==> src/rtl/axil_uart_tx_slave_if.sv <==
// AXI-lite read/write channel bundle shared by the memory controller and its
// peripheral windows; slave modports are used by responders such as the UART.
interface axil_interface_if;
   logic [63:0] araddr;
   logic        arvalid;
   logic        arready;
   logic [63:0] rdata;
   logic        rvalid;
   logic        rready;

   logic [63:0] awaddr;
   logic        awvalid;
   logic        awready;
   logic [63:0] wdata;
   logic [7:0]  wstrb;
   logic        wvalid;
   logic        wready;
   logic        bvalid;
   logic        bready;

   modport rd_slv (
      input  araddr, arvalid, rready,
      output arready, rdata, rvalid
   );

   modport rd_mst (
      output araddr, arvalid, rready,
      input  arready, rdata, rvalid
   );

   modport wr_slv (
      input  awaddr, awvalid, wdata, wstrb, wvalid, bready,
      output awready, wready, bvalid
   );

   modport wr_mst (
      output awaddr, awvalid, wdata, wstrb, wvalid, bready,
      input  awready, wready, bvalid
   );
endinterface

==> src/rtl/axil_uart_tx_slave.sv <==
// AXI-lite UART transmit window: TXDATA/STATUS registers, a byte FIFO and an
// 8N1 serialiser running at a fixed number of clocks per bit.
module axil_uart_tx_slave #(
   parameter int CLKS_PER_BIT = 868,
   parameter int FIFO_DEPTH   = 16
) (
   input  logic                   clk,
   input  logic                   rst,
   axil_interface_if.rd_slv       read,
   axil_interface_if.wr_slv       write,
   output logic                   uart_tx
);

   localparam int PW = $clog2(FIFO_DEPTH);
   localparam int CW = PW + 1;
   localparam int BW = (CLKS_PER_BIT > 1) ? $clog2(CLKS_PER_BIT) : 1;

   localparam logic [8:0] OFF_TXDATA = 9'd0;
   localparam logic [8:0] OFF_STATUS = 9'd1;

   typedef enum logic [1:0] {
      S_IDLE,
      S_START,
      S_DATA,
      S_STOP
   } tx_state_e;

   // Handshakes: a transfer happens on a rising edge where valid and ready are
   // both high; valid and its payload hold until that edge, and ready may depend
   // combinationally on valid (AW and W are only ever accepted as a pair).

   // ---------------------------------------------------------------- signals
   logic              rvalid_q;
   logic [63:0]       rdata_q;
   logic              bvalid_q;
   logic              ar_hs;
   logic              wr_accept;
   logic [8:0]        rd_off;
   logic [8:0]        wr_off;
   logic [63:0]       rd_word;
   logic [63:0]       status_word;

   logic [7:0]        mem [FIFO_DEPTH];
   logic [PW-1:0]     wr_ptr;
   logic [PW-1:0]     rd_ptr;
   logic [CW-1:0]     fifo_count;
   logic              fifo_full;
   logic              fifo_empty;
   logic              push_req;
   logic              push_ok;
   logic              push_drop;
   logic              fifo_pop;
   logic              ovf_clr;
   logic              overflow;

   tx_state_e         state;
   tx_state_e         state_nx;
   logic [BW-1:0]     baud_cnt;
   logic [BW-1:0]     baud_nx;
   logic              baud_last;
   logic [2:0]        bit_idx;
   logic [2:0]        bit_nx;
   logic [7:0]        shift;
   logic [7:0]        shift_nx;
   logic              tx_nx;
   logic              tx_busy;

   logic              unused_bits;

   assign unused_bits = ^{read.araddr[63:12], read.araddr[2:0],
                          write.awaddr[63:12], write.awaddr[2:0],
                          write.wdata[63:8], write.wstrb[7:1]};

   // ----------------------------------------------------------- read channel
   assign read.arready = !rst && !rvalid_q;
   assign read.rvalid  = rvalid_q;
   assign read.rdata   = rdata_q;
   assign ar_hs        = read.arvalid && read.arready;
   assign rd_off       = read.araddr[11:3];

   always_comb begin
      status_word       = '0;
      status_word[0]    = fifo_full;
      status_word[1]    = fifo_empty;
      status_word[2]    = tx_busy;
      status_word[3]    = overflow;
      status_word[15:8] = 8'(fifo_count);
   end

   always_comb begin
      rd_word = '0;
      if (rd_off == OFF_STATUS) begin
         rd_word = status_word;
      end
   end

   always_ff @(posedge clk) begin
      if (rst) begin
         rvalid_q <= 1'b0;
         rdata_q  <= '0;
      end else if (ar_hs) begin
         rvalid_q <= 1'b1;
         rdata_q  <= rd_word;
      end else if (rvalid_q && read.rready) begin
         rvalid_q <= 1'b0;
      end
   end

   // ---------------------------------------------------------- write channel
   assign wr_accept     = !rst && !bvalid_q && write.awvalid && write.wvalid;
   assign write.awready = wr_accept;
   assign write.wready  = wr_accept;
   assign write.bvalid  = bvalid_q;
   assign wr_off        = write.awaddr[11:3];

   assign push_req  = wr_accept && (wr_off == OFF_TXDATA) && write.wstrb[0];
   assign ovf_clr   = wr_accept && (wr_off == OFF_STATUS) && write.wstrb[0]
                      && write.wdata[3];

   always_ff @(posedge clk) begin
      if (rst) begin
         bvalid_q <= 1'b0;
      end else if (wr_accept) begin
         bvalid_q <= 1'b1;
      end else if (bvalid_q && write.bready) begin
         bvalid_q <= 1'b0;
      end
   end

   // ------------------------------------------------------------------- FIFO
   assign fifo_full  = (fifo_count == CW'(FIFO_DEPTH));
   assign fifo_empty = (fifo_count == '0);
   // Fullness is judged before this cycle's pop, so a push racing a pop on a
   // full FIFO is still dropped.
   assign push_ok    = push_req && !fifo_full;
   assign push_drop  = push_req && fifo_full;

   always_ff @(posedge clk) begin
      if (push_ok) begin
         mem[wr_ptr] <= write.wdata[7:0];
      end
   end

   always_ff @(posedge clk) begin
      if (rst) begin
         wr_ptr     <= '0;
         rd_ptr     <= '0;
         fifo_count <= '0;
         overflow   <= 1'b0;
      end else begin
         if (push_ok) begin
            wr_ptr <= wr_ptr + PW'(1);
         end
         if (fifo_pop) begin
            rd_ptr <= rd_ptr + PW'(1);
         end
         case ({push_ok, fifo_pop})
            2'b10:   fifo_count <= fifo_count + CW'(1);
            2'b01:   fifo_count <= fifo_count - CW'(1);
            default: fifo_count <= fifo_count;
         endcase
         if (push_drop) begin
            overflow <= 1'b1;
         end else if (ovf_clr) begin
            overflow <= 1'b0;
         end
      end
   end

   // ---------------------------------------------------------------- TX FSM
   assign baud_last = (baud_cnt == BW'(CLKS_PER_BIT - 1));
   assign tx_busy   = (state != S_IDLE);

   always_comb begin
      state_nx = state;
      baud_nx  = baud_cnt;
      bit_nx   = bit_idx;
      shift_nx = shift;
      fifo_pop = 1'b0;
      tx_nx    = 1'b1;

      case (state)
         S_IDLE: begin
            if (!fifo_empty) begin
               fifo_pop = 1'b1;
               shift_nx = mem[rd_ptr];
               baud_nx  = '0;
               state_nx = S_START;
            end
         end
         S_START: begin
            if (baud_last) begin
               baud_nx  = '0;
               bit_nx   = 3'd0;
               state_nx = S_DATA;
            end else begin
               baud_nx = baud_cnt + BW'(1);
            end
         end
         S_DATA: begin
            if (baud_last) begin
               baud_nx = '0;
               if (bit_idx == 3'd7) begin
                  state_nx = S_STOP;
               end else begin
                  bit_nx = bit_idx + 3'd1;
               end
            end else begin
               baud_nx = baud_cnt + BW'(1);
            end
         end
         S_STOP: begin
            if (baud_last) begin
               baud_nx  = '0;
               state_nx = S_IDLE;
            end else begin
               baud_nx = baud_cnt + BW'(1);
            end
         end
         default: begin
            state_nx = S_IDLE;
         end
      endcase

      // The line level is derived from the next state so the register lines up
      // with the state: low on the very first START cycle.
      case (state_nx)
         S_START: tx_nx = 1'b0;
         S_DATA:  tx_nx = shift_nx[bit_nx];
         default: tx_nx = 1'b1;
      endcase
   end

   always_ff @(posedge clk) begin
      if (rst) begin
         state    <= S_IDLE;
         baud_cnt <= '0;
         bit_idx  <= 3'd0;
         shift    <= 8'd0;
         uart_tx  <= 1'b1;
      end else begin
         state    <= state_nx;
         baud_cnt <= baud_nx;
         bit_idx  <= bit_nx;
         shift    <= shift_nx;
         uart_tx  <= tx_nx;
      end
   end

endmodule

==> src/flat_wrapper.sv <==
// flat-port wrapper written by rule: the top's interface ports become plain ports
module axil_uart_tx_slave_flat 
#(
   parameter int CLKS_PER_BIT = 868,
   parameter int FIFO_DEPTH   = 16
)
  (clk, rst, uart_tx, read_araddr, read_arvalid, read_rready, read_arready, read_rdata, read_rvalid, write_awaddr, write_awvalid, write_wdata, write_wstrb, write_wvalid, write_bready, write_awready, write_wready, write_bvalid);
  axil_interface_if read_i ();
  axil_interface_if write_i ();
  input  logic clk;
  input  logic rst;
  output logic uart_tx;
  input wire logic [$bits(read_i.araddr)-1:0] read_araddr;
  input wire logic [$bits(read_i.arvalid)-1:0] read_arvalid;
  input wire logic [$bits(read_i.rready)-1:0] read_rready;
  output wire logic [$bits(read_i.arready)-1:0] read_arready;
  output wire logic [$bits(read_i.rdata)-1:0] read_rdata;
  output wire logic [$bits(read_i.rvalid)-1:0] read_rvalid;
  input wire logic [$bits(write_i.awaddr)-1:0] write_awaddr;
  input wire logic [$bits(write_i.awvalid)-1:0] write_awvalid;
  input wire logic [$bits(write_i.wdata)-1:0] write_wdata;
  input wire logic [$bits(write_i.wstrb)-1:0] write_wstrb;
  input wire logic [$bits(write_i.wvalid)-1:0] write_wvalid;
  input wire logic [$bits(write_i.bready)-1:0] write_bready;
  output wire logic [$bits(write_i.awready)-1:0] write_awready;
  output wire logic [$bits(write_i.wready)-1:0] write_wready;
  output wire logic [$bits(write_i.bvalid)-1:0] write_bvalid;
  assign read_i.araddr = read_araddr;
  assign read_i.arvalid = read_arvalid;
  assign read_i.rready = read_rready;
  assign read_arready = read_i.arready;
  assign read_rdata = read_i.rdata;
  assign read_rvalid = read_i.rvalid;
  assign write_i.awaddr = write_awaddr;
  assign write_i.awvalid = write_awvalid;
  assign write_i.wdata = write_wdata;
  assign write_i.wstrb = write_wstrb;
  assign write_i.wvalid = write_wvalid;
  assign write_i.bready = write_bready;
  assign write_awready = write_i.awready;
  assign write_wready = write_i.wready;
  assign write_bvalid = write_i.bvalid;
  axil_uart_tx_slave #(.CLKS_PER_BIT(CLKS_PER_BIT), .FIFO_DEPTH(FIFO_DEPTH)) u_core (.clk(clk), .rst(rst), .read(read_i), .write(write_i), .uart_tx(uart_tx));
endmodule
==> config.mk <==
export PLATFORM = sky130hd
export DESIGN_NAME = axil_uart_tx_slave_flat
export DESIGN_NICKNAME = d
export VERILOG_FILES = /design/src/rtl/axil_uart_tx_slave_if.sv /design/src/rtl/axil_uart_tx_slave.sv /design/src/flat_wrapper.sv
export SDC_FILE = /design/constraint.sdc
export NUM_CORES = 1
export LEC_CHECK = 0
export ABC_AREA = 1
export BUFFER_PORTS_ARGS = -buffer_cell sky130_fd_sc_hd__buf_2
export CAP_MARGIN = 20
export CORE_MARGIN = 2
export CORE_UTILIZATION = 44
export CTS_BUF_LIST = sky130_fd_sc_hd__clkbuf_8 sky130_fd_sc_hd__clkbuf_16
export DETAILED_ROUTE_END_ITERATION = 10
export PLACE_DENSITY = 0.71
export SLEW_MARGIN = 0
export SYNTH_ARGS = -nofsm -noshare
export SYNTH_HDL_FRONTEND = slang
export SYNTH_SLANG_ARGS = --single-unit
==> constraint.sdc <==
create_clock -name clk -period 5.41 [get_ports clk]
set_clock_uncertainty 0.1 [all_clocks]
set_input_delay 1.3525 -clock clk [delete_from_list [all_inputs] [get_ports clk]]
set_output_delay 1.3525 -clock clk [all_outputs]
set_load 0.05 [all_outputs]
==> results_dict.tcl, run 1 <==
set metrics [dict create \
    run_status "complete, no violations" \
    synth-edff-count 128 \
    floorplan.die_area_um2 20190 \
    crit_path_top_delay_cell "sky130_fd_sc_hd__or2_2" \
    synth-adder-area-share 0.02386 \
    synth.ff_latch_count 181 \
    die_height_um 142.1 \
    clock_sinks 181 \
    avgRoutedWirePerCell_um 14.50 \
    fmax_mhz 260.3 \
    ff_latch_area_um2 4906 \
    cts.repair_timing.setup_buffer_count 0 \
    setup-violations-final 0 \
    drive_above_1_share 0.1266 \
    yosys_warnings 0 \
    synthesis.instances 881 \
    cp_slowest_stage_delay_ns 0.29 \
    synth-simple-area-share 0.2329 \
    startpoint "write_awaddr[10]" \
    totalPowerFinal_mw 4.087 \
    power.net_switching_mw 1.470 \
    yosysUniqueCellTypes 47 \
    holdBufCountCts 0 \
    timing.max_slew.rel_slack 0.3248 \
    hp-class "reg -> reg" \
    crit_chain "buf_2 -> or2_2 -> nor4_2 -> nand2_1 -> nor2_4 -> inv_2 -> ha_1 -> xor2_1 -> ha_1 -> a21o_1 -> nand2_1 -> nand2_1 -> a21oi_1 -> clkinv_1 -> nand2_1 -> nor3b_1 -> o21ai_0 -> a21oi_1" \
    pin_count 277 \
    detail_route.vias_per_cell 4.973 \
    worst_skew_late_latency_ns 0.44 \
    maximum_level_of_the_cts_h_tree 4 \
    vdd.ir_drop.worst_mv 0.2415 \
    clk_path_buf_depth 2 \
    yosysTopAreaCell "sky130_fd_sc_hd__edfxtp_1" \
    switching_share 0.3597 \
    wire_length_of_the_first_global_routing_pass_um 26920 \
    hold_path_end "u_core.overflow" \
    fill_cells 1656 \
    setup.worst_path.start_class "input pin" \
    timing_worst_slew_pin_value_ns 1.009 \
    clk_pin_slew_ns 0.07 \
    grt_use_total 0.1734 \
    drt_drc_violations_left 0 \
    power.share.sequential 0.396 \
    synth_common_cells "sky130_fd_sc_hd__nand2_1 (214), sky130_fd_sc_hd__edfxtp_1 (128), sky130_fd_sc_hd__nor2_1 (97)" \
    worst_path_most_repeated_cell "sky130_fd_sc_hd__nand2_1" \
    number_of_antenna_violations_at_the_first_check_in_global_routing 0 \
    grt_overflow 0 \
    number_of_buffers_created_by_cts 17 \
    timing_worst_setup_path_type "in -> reg" \
    wl_um 16910 \
    globalplace.congestion 0.7697 \
    core_area_um2 18710 \
    intPower_mw 2.617 \
    hpwl_um 10550 \
    cts_resized 0 \
    syn-cell-area_um2 8391 \
    multi_input_comb_area_um2 2848 \
    initial_utilization 0.4486 \
    insertedDiodeCount 0 \
    final.setup.tns_ns 0 \
    ys_dominant_reg_cell "sky130_fd_sc_hd__edfxtp_1" \
    vias 5798 \
    final_max_tran_viols 0 \
    area_added_between_synthesis_and_finish_pct 9.245 \
    total_leakage_power_nw 3.758 \
    critical_path_required_ns 5.67 \
    synth.top_cell.area_share 0.4581 \
    clock_power_share 0.297 \
    critPathMaxFanout 7 \
    tritoncts "yes" \
    first_global_vias 5376 \
    mux_cell_area_share_after_synthesis 0 \
    grt_max_degree 65 \
    number_of_buffer_cells_added_on_primary_ports 48 \
    yosys.area_share.xor_xnor 0.005219 \
    async_flop_share 0 \
    pwr_density_cell_nw_per_um2 445.9 \
    rows 50 \
    nets_final 1142 \
    synth_top_family_by_area "simple AND/OR/NAND/NOR gates" \
    worst_ep_arrival_time_ns 4.11 \
    rr_startpoint "u_core.write.bvalid" \
    min_period_ns 3.842 \
    synth_most_common_cell "sky130_fd_sc_hd__nand2_1" \
    fp.dieW_um 142.1 \
    hold_viol_final 0 \
    synth_sequential_area_ratio 0.5846 \
    flop2flop_setup_slack_ns 2.32 \
    clock-root-buffer "sky130_fd_sc_hd__clkbuf_16" \
    synth_compound_gate_area_share 0.05279 \
    synth.area.top_cells "sky130_fd_sc_hd__edfxtp_1 (46%), sky130_fd_sc_hd__dfxtp_1 (13%), sky130_fd_sc_hd__nand2_1 (9.6%), sky130_fd_sc_hd__buf_4 (5.5%), sky130_fd_sc_hd__nand3_1 (5.4%)" \
    post_synth.cell_area_avg_um2 9.524 \
    drt-pass1-iter-count 5 \
    route.antenna.remaining_nets 0 \
    rr_endpoint "u_core.fifo_count[4]" \
    worst_hold_startpoint "u_core.overflow" \
    reg2reg_depth 18 \
    timing.final.crit_share 0.7102 \
    cp-end-kind "flip-flop" \
    combPwrFrac 0.307 \
    max_cap_violations 0 \
    drt_first_iter_violations 511 \
    rsz_0062_raised_after_global_routing "no" \
    hold_path_depth 2 \
]
per-stage QoR:
stage | area (µm²) | hold WS, ns | std cells | setup WS, ns | utilization
finish | 9166 | 0.3654 | 1166 | 1.568 | 0.4900
global route | 9166 | 0.3859 | 1166 | 1.174 | 0.4900
CTS | 9146 | 0.3683 | 1165 | 1.547 | 0.4890
detailed placement | 8567 | 0.3581 | 1133 | 1.108 | 0.4580
global placement | 8567 | 0.3577 | 1133 | 1.125 | 0.4580
floorplan | 8593 | 0.3390 | 935 | 1.004 | -
power groups by stage:
| stage | Sequential [mW] | Combinational, mW | Clock [mW] |
|---|---|---|---|
| after floorplan | 1.63 | 1.05 | 0 |
| after global placement | 1.65 | 1.20 | 0 |
| after detailed placement | 1.65 | 1.23 | 0 |
| after CTS | 1.62 | 1.24 | 1.23 |
| after global routing | 1.63 | 1.42 | 1.28 |
| final | 1.62 | 1.26 | 1.21 |
how the worst max path moves through the flow:
stage / to / slack, ns
global placement: u_core.fifo_count[4] / 1.13
global route: u_core.fifo_count[4] / 1.17
floorplan: u_core.fifo_count[4] / 1.00
finish: u_core.fifo_count[4] / 1.57
detailed placement: u_core.fifo_count[4] / 1.11
CTS: u_core.fifo_count[4] / 1.55
registers in the layout, indices dropped and copies added, names as in the netlist, named ones only:
register	flops
u_core.bit_idx	3
u_core.read.rdata	9
u_core.write.bvalid	1
u_core.baud_cnt	10
u_core.overflow	1
u_core.fifo_count	5
u_core.shift	8
u_core.state	2
u_core.rd_ptr	4
u_core.read.rvalid	1
u_core.uart_tx	1
u_core.mem	128
u_core.wr_ptr	4
cells in the final DEF, fill, tap and decap left out, types with 16 or more instances in the layout:
cell type / n
sky130_fd_sc_hd__a21oi_1: 20
sky130_fd_sc_hd__buf_2: 48
sky130_fd_sc_hd__clkbuf_16: 17
sky130_fd_sc_hd__conb_1: 55
sky130_fd_sc_hd__dfxtp_1: 52
sky130_fd_sc_hd__edfxtp_1: 128
sky130_fd_sc_hd__ha_1: 16
sky130_fd_sc_hd__inv_1: 56
sky130_fd_sc_hd__nand2_1: 214
sky130_fd_sc_hd__nand3_1: 90
sky130_fd_sc_hd__nor2_1: 97
sky130_fd_sc_hd__o21ai_0: 20
sky130_fd_sc_hd__o21ai_1: 21
kinds of logic (layout without fill, tap and decap cells):
group                      Yosys count  count (layout)
and+or+nand+nor                    446             446
DFF                                181             181
buffers and inverters              155             152
AOI/OAI and AO/OA                   77              77
adders and majority gates           16              16
xor gates and xnor gates             5               5
other                                1              55
final cells by class:
type	count	share of cell area
sequential	181	0.5352
multi-input combinational	599	0.3107
clock buffer	17	0.04641
tap	234	0.03194
timing repair buffer	52	0.03085
inverter	68	0.02812
clock inverter	15	0.01679
worst max-delay path: cells and delay by family:
family / cells / cell delay [ns]
buffers and inverters: 3 / 0.29
adder cells (fa/ha/maj): 2 / 0.46
AO/OA/AOI/OAI: 4 / 0.53
AND/OR/NAND/NOR: 8 / 1.28
XOR/XNOR: 1 / 0.18
per-layer routing:
layer | share of wire | GRT usage
met5 | 0 | 0
met4 | 0.015 | 0.06316
met3 | 0.060 | 0.03802
met2 | 0.48 | 0.2845
met1 | 0.44 | 0.2269
Note: power is estimated with default switching activity, not from simulation.
==> run 2: changes to the inputs <==
Settings changed: PLACE_DENSITY 0.71 to 0.74.
Clock period 5.41 ns to 3.1 ns, I/O delays scaled along.
==> results_dict.tcl, run 2 (same netlist as run 1, synthesis figures left out) <==
set metrics [dict create \
    clk_pin_slew_ns 0.06 \
    critical_path_required_ns 3.36 \
    fp.dieW_um 142.1 \
    layout.cell_area.non_filler_um2 9469 \
    top_layer "met4" \
    drt_drc_violations_left 0 \
    totalPowerFinal_mw 7.337 \
    timing.max_slew.rel_slack 0.6030 \
    route.met3.wl_um 749 \
    largest_register_ff_count 128 \
    maximum_level_of_the_cts_h_tree 4 \
    most-common-layout-cells "sky130_fd_sc_hd__nand2_1 (212), sky130_fd_sc_hd__edfxtp_1 (128), sky130_fd_sc_hd__nor2_1 (96)" \
    drt-pass1-iter-count 4 \
    core_area_um2 18710 \
    met1_length_um 7398 \
    initial_utilization 0.4486 \
    number_of_buffer_cells_added_on_primary_ports 48 \
    cp-end-kind "flip-flop" \
    pin_count 277 \
    pwr_density_cell_nw_per_um2 774.8 \
    timing.final.crit_share 0.9379 \
    stdcell_count 1194 \
    critPathMaxFanout 2 \
    place.detailed.instances 1163 \
    total_leakage_power_nw 3.915 \
    setup.worst_path.start_class "input pin" \
    globalplace.congestion 0.7897 \
    timing_worst_setup_path_type "in -> reg" \
    route.antenna.remaining_nets 0 \
    number_of_antenna_violations_at_the_first_check_in_global_routing 0 \
    hold_viol_final 0 \
    run_status "complete, no violations" \
    intPower_mw 4.764 \
    drive_above_1_share 0.1573 \
    power.net_switching_mw 2.573 \
    final_max_tran_viols 0 \
    clk_path_buf_depth 2 \
    dpl-instance-area_um2 8869 \
    registers.top_by_ff_count "u_core.mem" \
    number_of_buffers_created_by_cts 17 \
    tritoncts "yes" \
    hp-class "reg -> reg" \
    combPwrFrac 0.326 \
    avgRoutedWirePerCell_um 14.17 \
    wl_um 16920 \
    wl_met2_um 8418 \
    timing_worst_slew_pin_value_ns 0.5947 \
    min_period_ns 2.908 \
    vias 5903 \
    max_cap_violations 0 \
    floorplan.die_area_um2 20190 \
    power.share.sequential 0.383 \
    drt_first_iter_violations 523 \
    layout_commonest_cell "sky130_fd_sc_hd__nand2_1" \
    wire_length_of_the_first_global_routing_pass_um 27340 \
    flop2flop_setup_slack_ns 0.23 \
    fmax_mhz 343.9 \
    first_global_vias 5652 \
    clock-root-buffer "sky130_fd_sc_hd__clkbuf_16" \
    die_height_um 142.1 \
    area_added_between_synthesis_and_finish_pct 12.85 \
    grt_overflow 0 \
    vdd.ir_drop.worst_mv 0.6126 \
    worst_ep_arrival_time_ns 3.17 \
    rows 50 \
    grt_max_degree 65 \
    insertedDiodeCount 0 \
    switching_share 0.3507 \
    setup-violations-final 0 \
    grt_use_total 0.1748 \
    postLayoutCoreUtil 0.5062 \
    clock_sinks 181 \
    nets_final 1171 \
    fill_cells 1604 \
    clock_power_share 0.291 \
    detail_route.vias_per_cell 4.944 \
    hpwl_um 10890 \
    worst_skew_late_latency_ns 0.43 \
]
[run 2: cell count changes in the layout (fill, tap and decap cells not counted), sizes merged]
cell,change
buf,+29
bufinv,+1
clkinv,+3
inv,-5
[run 2: final timing paths]
kind	startpoint	end	cells after the start
hold / removal	u_core.read.rdata[0]	u_core.read.rdata[0]	2
hold reg to reg	u_core.read.rdata[0]	u_core.read.rdata[0]	2
setup / recovery	rst	u_core.fifo_count[4]	19
setup reg to reg	u_core.state[0]	u_core.fifo_count[4]	16
[run 2: final cells by class]
cell class	instances	area, µm²	share of cell area
Sequential cell	181	4906	0.5181
Multi-Input combinational cell	599	2914	0.3077
Timing Repair Buffer	81	513.0	0.05418
Clock buffer	17	425.4	0.04493
Tap cell	234	292.8	0.03092
Inverter	68	257.7	0.02722
Clock inverter	14	160.2	0.01691
[run 2: worst max-delay path, cell delays in order]
cell                       delay [ns]
sky130_fd_sc_hd__buf_2           0.13
sky130_fd_sc_hd__nor3_4          0.18
sky130_fd_sc_hd__inv_2           0.07
sky130_fd_sc_hd__nor4_4          0.24
sky130_fd_sc_hd__nand2_2         0.09
sky130_fd_sc_hd__nor2_4          0.10
sky130_fd_sc_hd__inv_2           0.06
sky130_fd_sc_hd__ha_4            0.16
sky130_fd_sc_hd__xor2_1          0.16
sky130_fd_sc_hd__ha_2            0.19
sky130_fd_sc_hd__a21o_1          0.18
sky130_fd_sc_hd__nand2_1         0.07
sky130_fd_sc_hd__nand2_1         0.07
sky130_fd_sc_hd__a21oi_2         0.13
sky130_fd_sc_hd__clkinv_1        0.10
sky130_fd_sc_hd__nand2_1         0.07
sky130_fd_sc_hd__nor3b_4         0.18
sky130_fd_sc_hd__o21ai_0         0.09
sky130_fd_sc_hd__a21oi_1         0.11
[run 2: per-layer routing]
metal,global-route usage,up-vias
li1,-,2940
met1,0.2167,2740
met2,0.2962,198
met3,0.03600,25
met4,0.07684,0
met5,0,-
[run 2: stage by stage]
stage | setup TNS [ns] | hold slack, ns | worst slack, ns
detailed placement | -0.2016 | 0.3628 | -0.2016
finish | 0 | 0.3711 | 0.1925
global route | -0.04026 | 0.4014 | -0.04026
CTS | 0 | 0.3730 | 0.2019
floorplan | -0.4429 | 0.3390 | -0.3920
global placement | -0.1709 | 0.3578 | -0.1709
[run 2: what timing repair did]
| action | CTS | global route |
|---|---|---|
| resized for setup | 0 | 4 |
| setup endpoints to repair | 0 | 1 |
| hold buffers | 0 | 0 |
| setup buffers | 0 | 0 |
[run 2: power by group through the flow]
stage / Clock [mW] / Sequential [mW] / Combinational, mW
floorplan: 0 / 2.84 / 1.86
global placement: 0 / 2.85 / 2.26
detailed placement: 0 / 2.86 / 2.31
CTS: 2.16 / 2.81 / 2.35
global route: 2.27 / 2.82 / 2.69
finish: 2.13 / 2.81 / 2.39
